==> config.mk <==
export PLATFORM = sky130hd
export DESIGN_NAME = output_part
export DESIGN_NICKNAME = d
export VERILOG_FILES = /design/src/rtl/output_part.sv
export SDC_FILE = /design/constraint.sdc
export NUM_CORES = 1
export LEC_CHECK = 0
export CAP_MARGIN = 20
export CORE_AREA = 5 5 79 88
export CTS_CLUSTER_DIAMETER = 60
export CTS_CLUSTER_SIZE = 28
export DETAILED_ROUTE_END_ITERATION = 10
export DIE_AREA = 0 0 84 93
export PLACE_DENSITY_LB_ADDON = 0.1
export REMOVE_ABC_BUFFERS = 1
export SLEW_MARGIN = 10
export SYNTH_ARGS = -nofsm -noshare
export SYNTH_HDL_FRONTEND = slang
export SYNTH_SLANG_ARGS = --single-unit
==> constraint.sdc <==
create_clock -name clk -period 4.1 [get_ports clk]
set_clock_uncertainty 0.05 [all_clocks]
set_input_delay 0.82 -clock clk [delete_from_list [all_inputs] [get_ports clk]]
set_output_delay 0.82 -clock clk [all_outputs]
set_load 0.05 [all_outputs]
==> src/rtl/output_part.sv <==
// Purpose: serialises four captured 4-bit words onto a one-hot select / data / load-strobe triple.
// Latency: first word appears one cycle after start is sampled; each word takes 1+STROBE_CYCLES+HOLD_CYCLES cycles.
// Backpressure: none; start is honoured only when idle (incl. the done cycle), otherwise ignored and not queued.
module output_part #(
  parameter int STROBE_CYCLES = 2,
  parameter int HOLD_CYCLES   = 1
) (
  input  logic       clk,
  input  logic       rst_n,
  input  logic       start,
  input  logic [3:0] srt_num0,
  input  logic [3:0] srt_num1,
  input  logic [3:0] srt_num2,
  input  logic [3:0] srt_num3,
  output logic [3:0] partA,
  output logic [3:0] partB,
  output logic       partC,
  output logic       busy,
  output logic       done
);

  typedef enum logic [1:0] {
    IDLE   = 2'd0,
    SETUP  = 2'd1,
    STROBE = 2'd2,
    HOLD   = 2'd3
  } state_t;

  // Terminal counts for the per-phase cycle counter. The hold terminal count
  // is unused when the hold phase is skipped.
  localparam logic [3:0] STB_LAST = 4'(STROBE_CYCLES - 1);
  localparam logic [3:0] HLD_LAST = 4'(HOLD_CYCLES - 1);
  localparam bit         NO_HOLD  = (HOLD_CYCLES == 0);

  state_t     state;
  state_t     state_nxt;
  logic [3:0] cnt;
  logic [3:0] cnt_nxt;
  logic [1:0] idx;
  logic [1:0] idx_nxt;
  logic [3:0] cap [4];

  logic       accept;
  logic       last_word;
  logic       frame_end;

  logic [3:0] partA_nxt;
  logic [3:0] partB_nxt;
  logic       partC_nxt;
  logic       busy_nxt;
  logic       done_nxt;

  assign accept    = (state == IDLE) && start;
  assign last_word = (idx == 2'd3);

  // State register; outputs are registered alongside it from their next values.
  always_ff @(posedge clk or negedge rst_n) begin
    if (!rst_n) begin
      state <= IDLE;
      cnt   <= 4'd0;
      idx   <= 2'd0;
      partA <= 4'd0;
      partB <= 4'd0;
      partC <= 1'b0;
      busy  <= 1'b0;
      done  <= 1'b0;
    end else begin
      state <= state_nxt;
      cnt   <= cnt_nxt;
      idx   <= idx_nxt;
      partA <= partA_nxt;
      partB <= partB_nxt;
      partC <= partC_nxt;
      busy  <= busy_nxt;
      done  <= done_nxt;
    end
  end

  // Snapshot of the input words taken when a frame is accepted, so later input
  // changes cannot disturb the frame in flight.
  always_ff @(posedge clk or negedge rst_n) begin
    if (!rst_n) begin
      for (int i = 0; i < 4; i++) begin
        cap[i] <= 4'd0;
      end
    end else if (accept) begin
      cap[0] <= srt_num0;
      cap[1] <= srt_num1;
      cap[2] <= srt_num2;
      cap[3] <= srt_num3;
    end
  end

  // Next-state: phase sequencing, cycle counting and word index advance.
  always_comb begin
    state_nxt = state;
    cnt_nxt   = cnt;
    idx_nxt   = idx;
    frame_end = 1'b0;
    case (state)
      IDLE: begin
        if (start) begin
          state_nxt = SETUP;
          idx_nxt   = 2'd0;
          cnt_nxt   = 4'd0;
        end
      end
      SETUP: begin
        state_nxt = STROBE;
        cnt_nxt   = 4'd0;
      end
      STROBE: begin
        if (cnt == STB_LAST) begin
          cnt_nxt = 4'd0;
          if (!NO_HOLD) begin
            state_nxt = HOLD;
          end else if (last_word) begin
            state_nxt = IDLE;
            frame_end = 1'b1;
          end else begin
            state_nxt = SETUP;
            idx_nxt   = idx + 2'd1;
          end
        end else begin
          cnt_nxt = cnt + 4'd1;
        end
      end
      HOLD: begin
        if (cnt == HLD_LAST) begin
          cnt_nxt = 4'd0;
          if (last_word) begin
            state_nxt = IDLE;
            frame_end = 1'b1;
          end else begin
            state_nxt = SETUP;
            idx_nxt   = idx + 2'd1;
          end
        end else begin
          cnt_nxt = cnt + 4'd1;
        end
      end
      default: begin
        state_nxt = IDLE;
      end
    endcase
  end

  // Output next values: select/data only move on SETUP entry, strobe follows
  // STROBE, and done flags the transition that completes word 3.
  always_comb begin
    partA_nxt = partA;
    partB_nxt = partB;
    partC_nxt = (state_nxt == STROBE);
    busy_nxt  = (state_nxt != IDLE);
    done_nxt  = frame_end;
    if (state_nxt == IDLE) begin
      partA_nxt = 4'd0;
      partB_nxt = 4'd0;
    end else if (state_nxt == SETUP) begin
      partA_nxt = 4'b0001 << idx_nxt;
      // On the accepting edge the snapshot is not loaded yet, so word 0 comes
      // straight from the input.
      partB_nxt = (state == IDLE) ? srt_num0 : cap[idx_nxt];
    end
  end

endmodule

Word-level counts from Yosys, hierarchy flattened
Index checks and enable logic that the tools add are counted.
{ "totals": {"out_inout_bits": 11, "ff_bits": 35, "input_bits": 19, "word_cells": 55} }
{ "classes": {"magnitude_cmp": 1, "shifts": 1, "n_mux": 24, "n_reduce_logical": 6, "n_eq_ne": 8, "bitwise_logic": 1, "n_addsub": 2} }
{ "ops": {"columns": ["operator", "n"], "rows": [
  ["two-way mux 4 bit", 10],
  ["case mux 4 bit (4 select lines)", 1],
  ["two-way mux 2 bit", 6],
  ["binary-select mux 4 bit (select 2 bit)", 1],
  ["== test 2 bit, second input constant", 4],
  ["case mux 2 bit (4 select lines)", 1],
  ["adder 4 x 1 -> 4 bit, second input constant", 1],
  ["== test 2 x 1 -> 1 bit, second input constant", 2],
  ["== test 4 x 1 -> 1 bit, second input constant", 1],
  ["zero test 2 bit", 2],
  ["zero test 4 bit", 1],
  ["two-way mux 1 bit", 4],
  ["case mux 2 bit (2 select lines)", 1],
  ["nonzero test 2 bit", 2],
  ["left shift 1 x 2 -> 4 bit, first input constant", 1],
  ["greater-or-equal comparator 3 bit, second input constant", 1],
  ["inverter 2 -> 3 bit", 1],
  ["adder 2 x 1 -> 2 bit, second input constant", 1],
  ["inequality test 2 bit, second input constant", 1],
  ["logical AND 1 bit", 1]
]} }

Depth between registers and ports, before layout
Gate-level depths: netlist (run 1).
{ "depth": {"ltp_word": 11, "depth_mapped": 12, "mapped_depth_nobuf": 9} }

Worst setup path before layout (run 1)
OpenSTA, ideal clock, no wires.
{ "synth_timing": {"path_kind": "flip-flop to flip-flop", "from": "register state[0]", "to": "register partB[2]", "t_arrival_ps": 2103, "stages_incl_launch_ff": 11, "path_slack_ps": 1861, "t_required_ps": 3963, "synth_period_minus_slack_ps": 2239, "setup_ps": 87, "path_cell_list": "dfrtp_1 -> inv_1 -> ha_1 -> buf_2 -> nor2b_1 -> clkbuf_1 -> o21ai_1 -> nand2_8 -> mux2i_1 -> mux2_2 -> o211ai_1"} }
{ "synth_between": {"elab_chain_len": 9, "word_cells_on_any_way": 19, "cone_classes": "eq/ne (4); mux (11); bitwise (1); reduce/logical (3)"} }
{ "synth_lines": {"columns": ["item", "line_no", "source"], "rows": [
  ["from (decl)", "35", "state_t state;"],
  ["from (signal assigned)", "68", "state <= state_nxt;"],
  ["== test 2 bit or zero test 2 bit (tied branches)", "100", "case (state)"],
  ["case mux 2 bit (2 select lines) (*)", "100", null],
  ["via idx_nxt[0]", "40", "logic [1:0] idx_nxt;"],
  ["inverter 2 -> 3 bit (implied by the code) (*)", "163", "partB_nxt = (state == IDLE) ? srt_num0 : cap[idx_nxt];"],
  ["binary-select mux 4 bit (select 2 bit) (*)", "163", null],
  ["two-way mux 4 bit (implied by the code) (*) (2 in series)", "163", null],
  ["two-way mux 4 bit (*)", "163", null],
  ["two-way mux 4 bit (*)", "159", "end else if (state_nxt == SETUP) begin"],
  ["two-way mux 4 bit (*)", "156", "if (state_nxt == IDLE) begin"],
  ["to (signal assigned)", "72", "partB <= partB_nxt;"],
  ["to (decl)", "16", "output logic [3:0] partB,"]
]} }
The timed path passes the listed nets; every way through them passes the cells marked *. The select of a mux whose other input is x is not followed.
A chain may end at the register's enable or synchronous reset.

Final worst setup path (run 1)
{ "layout_timing": {"from": "input start", "to": "register partB[0]"} }
{ "layout_between": {"word_cells_on_any_way": 14, "cone_classes": "eq/ne (1); mux (10); bitwise (1); reduce/logical (2)"} }
{ "layout_rtl": {"columns": ["item", "line_no", "source"], "rows": [
  ["from (decl)", "10", "input logic start,"],
  ["two-way mux 2 bit (*)", "102", "if (start) begin"],
  ["case mux 2 bit (4 select lines) (*)", "100", null],
  ["via state_nxt[1]", "36", "state_t state_nxt;"],
  ["== test 2 x 1 -> 1 bit or zero test 2 bit (tied branches)", "159, 156", null],
  ["nonzero test 2 bit (no source line) or two-way mux 4 bit (tied branches)", null, null]
]} }
Marked as above.

==> results of run 1 <==
## per-layer routing
layer	vias to the layer above	GRT usage, %	routed length [microns]
met5	-	0	0
met4	0	4.16	61
met3	6	3.61	189
met2	21	19.4	1960
met1	616	11.1	1540
li1	588	-	-
## final timing paths
| check | slack [ps] | start | end | cells after the start |
|---|---|---|---|---|
| max in group asynchronous | 2770 | rst_n | partB[2]$_DFFE_PN0P_ | 2 |
| hold / removal | 440 | partA[3]$_DFFE_PN0P_ | partA[3]$_DFFE_PN0P_ | 2 |
| setup / recovery | 1420 | start | partB[0]$_DFFE_PN0P_ | 8 |
| min in group asynchronous | 910 | rst_n | cnt[0]$_DFFE_PN0P_ | 2 |
| setup reg to reg | 1470 | state[0]$_DFF_PN0_ | partB[0]$_DFFE_PN0P_ | 9 |
| hold reg to reg | 440 | partA[3]$_DFFE_PN0P_ | partA[3]$_DFFE_PN0P_ | 2 |
## area by class of cell
class / count / area, sq um
Inverter: 8 / 30.0
Timing Repair Buffer: 30 / 298
Sequential cell: 35 / 876
Clock buffer: 7 / 86.3
Fill cell: 607 / 3820
Clock inverter: 1 / 8.76
Multi-Input combinational cell: 101 / 783
Tap cell: 80 / 100
## cells by family after synthesis
kind of cell               Yosys count
and+or+nand+nor                     41
DFF                                 35
muxes                               28
buffers and inverters               13
AOI/OAI and AO/OA                   26
adders and majority gates            6
## worst max-delay path: stages
cell and delay [ps]:
clkdlybuf4s50_1 440, nor2b_1 490, nor2_1 90, a31o_1 380, inv_2 220, nor2_1 60
nand2_1 160, o211ai_1 120
## synth_stat cells
master and number:
inv_2 1, nand2_8 1, mux2i_1 8, o31ai_1 3, clkbuf_1 2, ha_1 6, a31oi_1 1, nor4b_1 1
nand2_1 17, o31ai_2 1, or3b_1 1, nor2b_1 2, mux2_2 20, a31o_1 1, nor2_1 7, buf_2 3
dfrtp_1 35, o21ai_0 9, nand4_1 4, or2_2 1, nor3_1 1, o32a_4 1, nand2b_1 4, a21o_1 1
o22ai_1 1, nand3_1 2, inv_1 7, o211ai_1 4, a2bb2oi_2 1, a21oi_1 2, o21ai_1 1
## placed cells by master (no fill, tap or decap), drive strengths merged
cell / netlist / final
a31o: 1 / 1
clkbuf: 2 / 7
mux2i: 8 / 8
nor2b: 2 / 2
nor4b: 1 / 1
or3b: 1 / 1
a2bb2oi: 1 / 1
a31oi: 1 / 1
o31ai: 4 / 4
buf: 3 / 1
dfrtp: 35 / 35
mux2: 20 / 20
a21o: 1 / 1
nand2: 18 / 18
o22ai: 1 / 1
ha: 6 / 6
o21ai: 10 / 10
inv: 8 / 8
nor2: 7 / 7
nand3: 2 / 2
a21oi: 2 / 2
nor3: 1 / 1
or2: 1 / 1
o211ai: 4 / 4
nand4: 4 / 4
o32a: 1 / 1
clkinv: 0 / 1
clkdlybuf4s50: 0 / 29
nand2b: 4 / 4
## through the flow
stage / cell area [sq um] / instances / setup WS (ps) / power, mW
2_1_floorplan: 1690 / 144 / 1900 / 1.27
3_3_place_gp: 2090 / 254 / 1120 / 1.51
3_5_place_dp: 2090 / 254 / 1110 / 1.53
4_1_cts: 2180 / 262 / 1410 / 1.79
5_1_grt: 2180 / 262 / 1220 / 1.91
6_report: 2180 / 262 / 1420 / 1.77
## flip-flops by register name, summed over array words and instances (netlist names)
signal and count:
partC 1, state 2, busy 1, partB 4
done 1, cnt 4, idx 2, cap 16
partA 4
## report_power, final
part / switching (mW) / leakage [nW] / internal [mW]
Combinational: 0.538 / 0.415 / 0.395
Sequential: 0.0865 / 0.438 / 0.491
Clock: 0.120 / 0.0484 / 0.137
Total: 0.744 / 0.902 / 1.02
==> results.py, run 1 <==
metrics = {
    "route": {
        "drc": 0,
        "drt-total-wl_microns": 3750,
        "dr.pass1.iters": 2,
        "post_drt_wl_per_cell_microns": 14.3,
        "routed_via_density": 4.70,
        "antenna_left": 0,
        "drt-initial-drc-count": 55,
        "vias": 1231,
    },
    "timing": {
        "tns_ps": 0,
        "slew_violations": 0,
        "period_share_pct": 65.3,
        "tightest_slew_ps": 700,
        "slew-limit-headroom_pct": 53.1,
        "min_period_ps": 2680,
        "rsz0062_at_grt": "false",
        "clock.fmax_ghz": 0.373,
        "hold_viol_final": 0,
        "setup_viol": 0,
        "whs_ps": 444,
    },
    "synthesis": {
        "synthXorXnorAreaFrac_pct": 0,
        "syn_area_sq_um": 1710,
        "synth_top_family_by_area": "multiplexers",
        "synth_top_area_cell": "dfrtp_1",
        "synth_top_area_share_pct": 51.2,
        "ys_seq_area_share_pct": 51.2,
        "ys_warn_count": 0,
        "muxShareOfSynthArea_pct": 17.8,
        "postSynthAreaPerCell_sq_um": 11.5,
        "synth_cell_types": 31,
        "syn_inst": 149,
        "synth_seq_cells": 35,
        "synth_fa_ha_area_share_pct": 4.39,
        "yosys-top-cells-area": "dfrtp_1 51%, mux2_2 13%, mux2i_1 4.7%",
        "synth_compound_area_share_pct": 11.2,
        "synth-simple-area-share_pct": 12.4,
    },
    "global_routing": {
        "grt_max_degree": 36,
        "grt_pass1_vias": 1429,
        "grt_pass1_wl_microns": 6530,
        "gr-usage-all-layers_pct": 10.6,
        "grt.overflow.total": 0,
        "antenna_found_initial": 0,
    },
    "outcome": {
        "status": "completed",
    },
    "clock_network": {
        "ctsResizeCount": 0,
        "cts_buffers": 5,
        "clk_latency_ps": 280,
        "h-tree-depth": 2,
        "cts_max_path_buffers": 2,
        "postCtsSetupBuffers": 0,
        "clk_pin_slew_ps": 70,
        "cts_root_buffer": "clkbuf_8",
        "hold_buffers": 0,
        "cts_tree": "built",
        "cts_sinks": 35,
    },
    "die": {
        "io_pins": 30,
        "die_x_microns": 84,
        "die_height_microns": 93,
        "core_sq_um": 6010,
        "rows": 30,
        "initial_utilization_pct": 28.5,
        "dieArea_sq_um": 7810,
    },
    "critical_path": {
        "cp-end-kind": "flip-flop",
        "startpoint_type": "primary input",
        "critPathArrivalTime_ps": 2790,
        "crit_required_ps": 4210,
        "critPathMaxFanout": 10,
        "path_class": "primary input to flip-flop",
    },
    "hold_path": {
        "min-delay-path-class": "flip-flop to flip-flop",
    },
    "power": {
        "vdd_drop_max_uv": 306,
        "powerDensity_nw_per_um2": 810,
        "p_leak_nw": 0.902,
    },
    "finish": {
        "area_delta_synth_final_pct": 27.5,
        "antenna_cells": 0,
        "finish.utilization_pct": 36.3,
        "drive_gt1_share_pct": 18.7,
        "nets": 206,
    },
    "placed_design": {
        "dp_hpwl_microns": 2740,
        "place_congestion": 0.735,
        "port_buffers": 29,
    },
    "run": {
        "maxCapViolCount": 0,
    },
}
Note: power is estimated with default switching activity, not from simulation.
==> run 2, diff against run 1 <==
==> constraint.sdc (replaced) <==
create_clock -name clk -period 2.7 [get_ports clk]
set_clock_uncertainty 0.05 [all_clocks]
set_input_delay 0.54 -clock clk [delete_from_list [all_inputs] [get_ports clk]]
set_output_delay 0.54 -clock clk [all_outputs]
set_load 0.05 [all_outputs]
==> run 2 against run 1 <==
  * Sequential share of layout area down 0.32 points
  * Worst hold slack better by 4.2 ps
  * First-iteration DRC count up 22%
  * Register-to-register slack worse by 1200 ps
  * Largest cell class unchanged
  * Core utilization up 0.29 points
  * Setup slack worse by 1200 ps
  * Non-clock buffer count up 3
  * Critical endpoint unchanged
  * Global-route usage about the same
  * Final cell count up 1.1%
  * Sequential power up 52%
  * Largest power group unchanged
  * Wire length up 2.2%
  * Design area up 0.80%
==> results.py, run 2 (synthesis gave the netlist of run 1 again) <==
metrics = {
    "hold_path": {
        "min-delay-path-class": "flip-flop to flip-flop",
        "worstHoldPathCells": 2,
        "hold_start": "partA[3]$_DFFE_PN0P_",
        "min_to": "partA[3]$_DFFE_PN0P_",
    },
    "timing": {
        "rsz0062_at_grt": "false",
        "hold_viol_final": 0,
        "slew-limit-headroom_pct": 59.9,
        "whs_ps": 448,
        "setup_viol": 0,
        "clock.fmax_ghz": 0.408,
        "fin_ws_ps": 251,
        "tightest_slew_ps": 601,
        "min_period_ps": 2450,
        "slew_violations": 0,
        "tns_ps": 0,
        "period_share_pct": 90.7,
    },
    "route": {
        "drt-total-wl_microns": 3830,
        "post_drt_wl_per_cell_microns": 14.5,
        "drc": 0,
        "routed_via_density": 4.74,
        "drt-initial-drc-count": 67,
        "antenna_left": 0,
        "vias": 1256,
        "dr.pass1.iters": 4,
    },
    "die": {
        "rows": 30,
        "die_height_microns": 93,
        "core_sq_um": 6010,
        "io_pins": 30,
        "dieArea_sq_um": 7810,
        "initial_utilization_pct": 28.5,
        "die_x_microns": 84,
    },
    "global_routing": {
        "gr-usage-all-layers_pct": 10.6,
        "grt_pass1_vias": 1389,
        "antenna_found_initial": 0,
        "grt_pass1_wl_microns": 6530,
        "grt_max_degree": 36,
        "grt.overflow.total": 0,
    },
    "clock_network": {
        "cts_max_path_buffers": 2,
        "ctsResizeCount": 0,
        "cts_tree": "built",
        "cts_buffers": 5,
        "postCtsSetupBuffers": 0,
        "hold_buffers": 0,
        "clk_latency_ps": 280,
        "cts_sinks": 35,
        "clk_pin_slew_ps": 70,
        "cts_root_buffer": "clkbuf_8",
        "h-tree-depth": 2,
    },
    "placed_design": {
        "port_buffers": 29,
        "pre_cts_ws_ps": 56.1,
        "place_congestion": 0.729,
        "place_area_sq_um": 2110,
        "dp_hpwl_microns": 2780,
    },
    "finish": {
        "nets": 209,
        "drive_gt1_share_pct": 19.5,
        "mostFrequentLayoutCells": "35 x dfrtp_1, 29 x clkdlybuf4s50_1, 20 x mux2_2",
        "largest_reg_flops": 16,
        "top_register": "cap",
        "final_common_cell": "dfrtp_1",
        "antenna_cells": 0,
        "area_delta_synth_final_pct": 28.5,
        "final_area_sq_um": 2200,
    },
    "critical_path": {
        "path_class": "flip-flop to flip-flop",
        "r2r-end": "partB[0]$_DFFE_PN0P_",
        "critPathArrivalTime_ps": 2600,
        "crit_required_ps": 2850,
        "critPathMaxFanout": 10,
        "startpoint_type": "flip-flop",
        "crit_path_start": "cnt[0]$_DFFE_PN0P_",
        "r2r_slack_ps": 250,
        "cp-end-kind": "flip-flop",
        "reg2reg_from": "cnt[0]$_DFFE_PN0P_",
        "ff2ff_path_depth": 7,
    },
    "power": {
        "powerDensity_nw_per_um2": 1230,
        "p_leak_nw": 0.911,
        "power_mw": 2.72,
        "vdd_drop_max_uv": 500,
    },
    "run": {
        "maxCapViolCount": 0,
    },
    "outcome": {
        "status": "completed",
    },
}
-- run 2: cell types whose count changed in the layout (fill, tap and decap cells not counted) --
cell	delta
buf_4	+3
clkbuf_1	+1
clkbuf_8	-1
clkinv_2	+1
clkinv_4	-1
o31ai_2	-1
o31ai_4	+1
-- run 2: how the worst max path moves through the flow --
stage / end / cells after the start / slack (ps)
floorplan: partB[2]$_DFFE_PN0P_ / 8 / 500
global placement: partB[1]$_DFFE_PN0P_ / 8 / 170
detailed placement: partB[2]$_DFFE_PN0P_ / 7 / 60
CTS: partB[0]$_DFFE_PN0P_ / 6 / 170
global route: partB[0]$_DFFE_PN0P_ / 7 / 60
finish: partB[0]$_DFFE_PN0P_ / 7 / 250
-- run 2: worst max-delay path, cell delays in order (launching register included) --
cell and delay [ps]:
dfrtp_1 440, inv_1 90, ha_1 170, or3b_1 490
a21oi_1 200, a2bb2oi_2 450, nand2_1 230, o211ai_1 230
-- run 2: metal layers --
| layer | wire length (microns) | vias up | track usage [%] |
|---|---|---|---|
| met5 | 0 | - | 0 |
| met4 | 135 | 0 | 6.43 |
| met3 | 258 | 13 | 4.05 |
| met2 | 1900 | 36 | 17.6 |
| met1 | 1540 | 609 | 11.5 |
| li1 | - | 598 | - |
-- run 2: final cells by class --
type                    count  area [sq um]
multi-input cells         101           792
inverters                   8          30.0
flip-flops and latches     35           876
repair buffers             33           320
clock buffers               7          76.3
clock inverters             1          5.00
fillers                   599          3810
well taps                  80           100
-- run 2: where the power goes --
part / internal, mW / leakage (nW) / switching (mW)
clock: 0.181 / 0.0422 / 0.185
sequential: 0.745 / 0.438 / 0.133
combinational: 0.633 / 0.431 / 0.838
total: 1.56 / 0.911 / 1.16
-- run 2: metrics by stage --
step / util (%) / cells
2_1_floorplan: - / 144
3_3_place_gp: 35.1 / 257
3_5_place_dp: 35.1 / 257
4_1_cts: 36.5 / 265
5_1_grt: 36.6 / 265
6_report: 36.6 / 265
==> run 3, diff against run 2 <==
--- a/config.mk
+++ b/config.mk
@@ -11,7 +11,7 @@
 export CTS_CLUSTER_SIZE = 28
 export DETAILED_ROUTE_END_ITERATION = 10
 export DIE_AREA = 0 0 84 93
-export PLACE_DENSITY_LB_ADDON = 0.1
+export PLACE_DENSITY = 0.58
 export REMOVE_ABC_BUFFERS = 1
 export SLEW_MARGIN = 10
 export SYNTH_ARGS = -nofsm -noshare
==> run 3 against run 2 <==
  * Final cell count grew 0.75%
  * Via count decreased by 2.9%
  * Die area unchanged
  * Design area is 2.6% higher
  * Power increased by 6.4%
  * Sequential share of layout area decreased by 1.0 points
  * First-iteration DRC count rose by 42%
  * Largest power group unchanged
==> results.py, run 3 (synthesis gave the netlist of run 1 again) <==
metrics = {
    "clock_network": {
        "cts_sinks": 35,
        "cts_max_path_buffers": 2,
        "hold_buffers": 0,
        "cts_buffers": 5,
        "ctsResizeCount": 0,
        "clk_pin_slew_ps": 80,
        "cts_root_buffer": "clkbuf_8",
        "cts_tree": "built",
        "clk_latency_ps": 290,
        "postCtsSetupBuffers": 0,
        "h-tree-depth": 2,
    },
    "finish": {
        "drive_gt1_share_pct": 20.9,
        "top_register": "cap",
        "final_area_sq_um": 2260,
        "antenna_cells": 0,
        "area_delta_synth_final_pct": 31.9,
        "final_common_cell": "dfrtp_1",
        "finish.utilization_pct": 37.6,
        "largest_reg_flops": 16,
        "mostFrequentLayoutCells": "35 x dfrtp_1, 29 x clkdlybuf4s50_1, 20 x mux2_2",
        "nets": 211,
        "num-fill-cells": 594,
    },
    "timing": {
        "slew-limit-headroom_pct": 58.7,
        "rsz0062_at_grt": "false",
        "period_share_pct": 90.4,
        "hold_viol_final": 0,
        "clock.fmax_ghz": 0.409,
        "setup_viol": 0,
        "min_period_ps": 2440,
        "tns_ps": 0,
        "tightest_slew_ps": 616,
        "fin_ws_ps": 258,
        "slew_violations": 0,
    },
    "placed_design": {
        "dp_hpwl_microns": 2540,
        "pre_cts_ws_ps": 226,
        "port_buffers": 29,
        "place_congestion": 0.729,
        "place_area_sq_um": 2120,
    },
    "global_routing": {
        "gr-usage-all-layers_pct": 9.70,
        "grt_pass1_vias": 1244,
        "antenna_found_initial": 0,
        "grt_max_degree": 36,
        "grt.overflow.total": 0,
        "grt_pass1_wl_microns": 6020,
    },
    "critical_path": {
        "crit_required_ps": 2840,
        "startpoint_type": "flip-flop",
        "path_class": "flip-flop to flip-flop",
        "cp-end-kind": "flip-flop",
        "cp_slowest_stage_delay_ps": 590,
        "critPathMaxFanout": 7,
        "worst_path_dominant_cell_family": "compound AO/OA/AOI/OAI gates",
        "path_cells": "inv_1, ha_1, or3b_1, o31ai_2, mux2_2, o211ai_1",
        "slowest_stage": "o31ai_2",
        "cp_num_buf_inv": 1,
        "critPathArrivalTime_ps": 2590,
    },
    "route": {
        "routed_via_density": 4.57,
        "post_drt_wl_per_cell_microns": 12.9,
        "drc": 0,
        "antenna_left": 0,
        "drt-total-wl_microns": 3450,
        "vias": 1219,
        "drt-initial-drc-count": 95,
        "dr.pass1.iters": 4,
    },
    "hold_path": {
        "min-delay-path-class": "flip-flop to flip-flop",
    },
    "power": {
        "powerDensity_nw_per_um2": 1280,
        "p_leak_nw": 0.943,
        "power_mw": 2.89,
        "vdd_drop_max_uv": 475,
    },
    "die": {
        "rows": 30,
        "dieArea_sq_um": 7810,
        "die_x_microns": 84,
        "die_height_microns": 93,
        "initial_utilization_pct": 28.5,
        "core_sq_um": 6010,
        "io_pins": 30,
    },
    "run": {
        "maxCapViolCount": 0,
    },
    "outcome": {
        "status": "completed",
    },
}
run 3: changes by cell type in the layout (fill, tap and decap cells not counted), sizes merged:
cell	change
clkbuf	-1
bufinv	+2
buf	+2
clkinv	-1
run 3: final timing paths:
kind | cells after the start | to | startpoint | slack (ps)
worst min-delay path | 2 | partA[1]$_DFFE_PN0P_ | partA[1]$_DFFE_PN0P_ | 440
max in group asynchronous | 2 | cap[6]$_DFFE_PN0P_ | rst_n | 1640
worst max-delay path | 6 | partB[3]$_DFFE_PN0P_ | cnt[0]$_DFFE_PN0P_ | 260
worst max register to register | 6 | partB[3]$_DFFE_PN0P_ | cnt[0]$_DFFE_PN0P_ | 260
worst min register to register | 2 | partA[1]$_DFFE_PN0P_ | partA[1]$_DFFE_PN0P_ | 440
min in group asynchronous | 2 | cnt[3]$_DFFE_PN0P_ | rst_n | 620
run 3: per-stage QoR:
stage | hold WS (ps) | cells
global placement | 416 | 259
floorplan | 194 | 144
CTS | 445 | 267
finish | 436 | 267
detailed placement | 428 | 259
global route | 469 | 267
run 3: routing by layer:
metal  vias to the layer above  part of all wire [%]  GRT usage (%)  routed length (microns)
li1                        598                     -              -                        -
met1                       592                    45           12.2                     1570
met2                        24                    47           15.7                     1640
met3                         5                   6.2           3.26                      215
met4                         0                  0.98           3.22                       34
met5                         -                     0              0                        0
run 3: layout make-up:
type | count | area, sq um | area share, %
Sequential cell | 35 | 876 | 38.8
Multi-Input combinational cell | 101 | 783 | 34.7
Timing Repair Buffer | 35 | 335 | 14.9
Tap cell | 80 | 100 | 4.43
Clock buffer | 6 | 72.6 | 3.22
Clock inverter | 2 | 60.1 | 2.66
Inverter | 8 | 30.0 | 1.33
run 3: power by group:
part | switching [mW] | total (mW) | internal, mW | leakage (nW)
Combinational | 0.812 | 1.46 | 0.649 | 0.440
Sequential | 0.126 | 0.871 | 0.745 | 0.438
Clock | 0.189 | 0.558 | 0.369 | 0.0654
run 3: worst register-to-register path, stage by stage, from the launching register on:
cell      delay (ps)
dfrtp_1          430
inv_1             80
ha_1             170
or3b_1           460
o31ai_2          590
mux2_2           400
o211ai_1         170
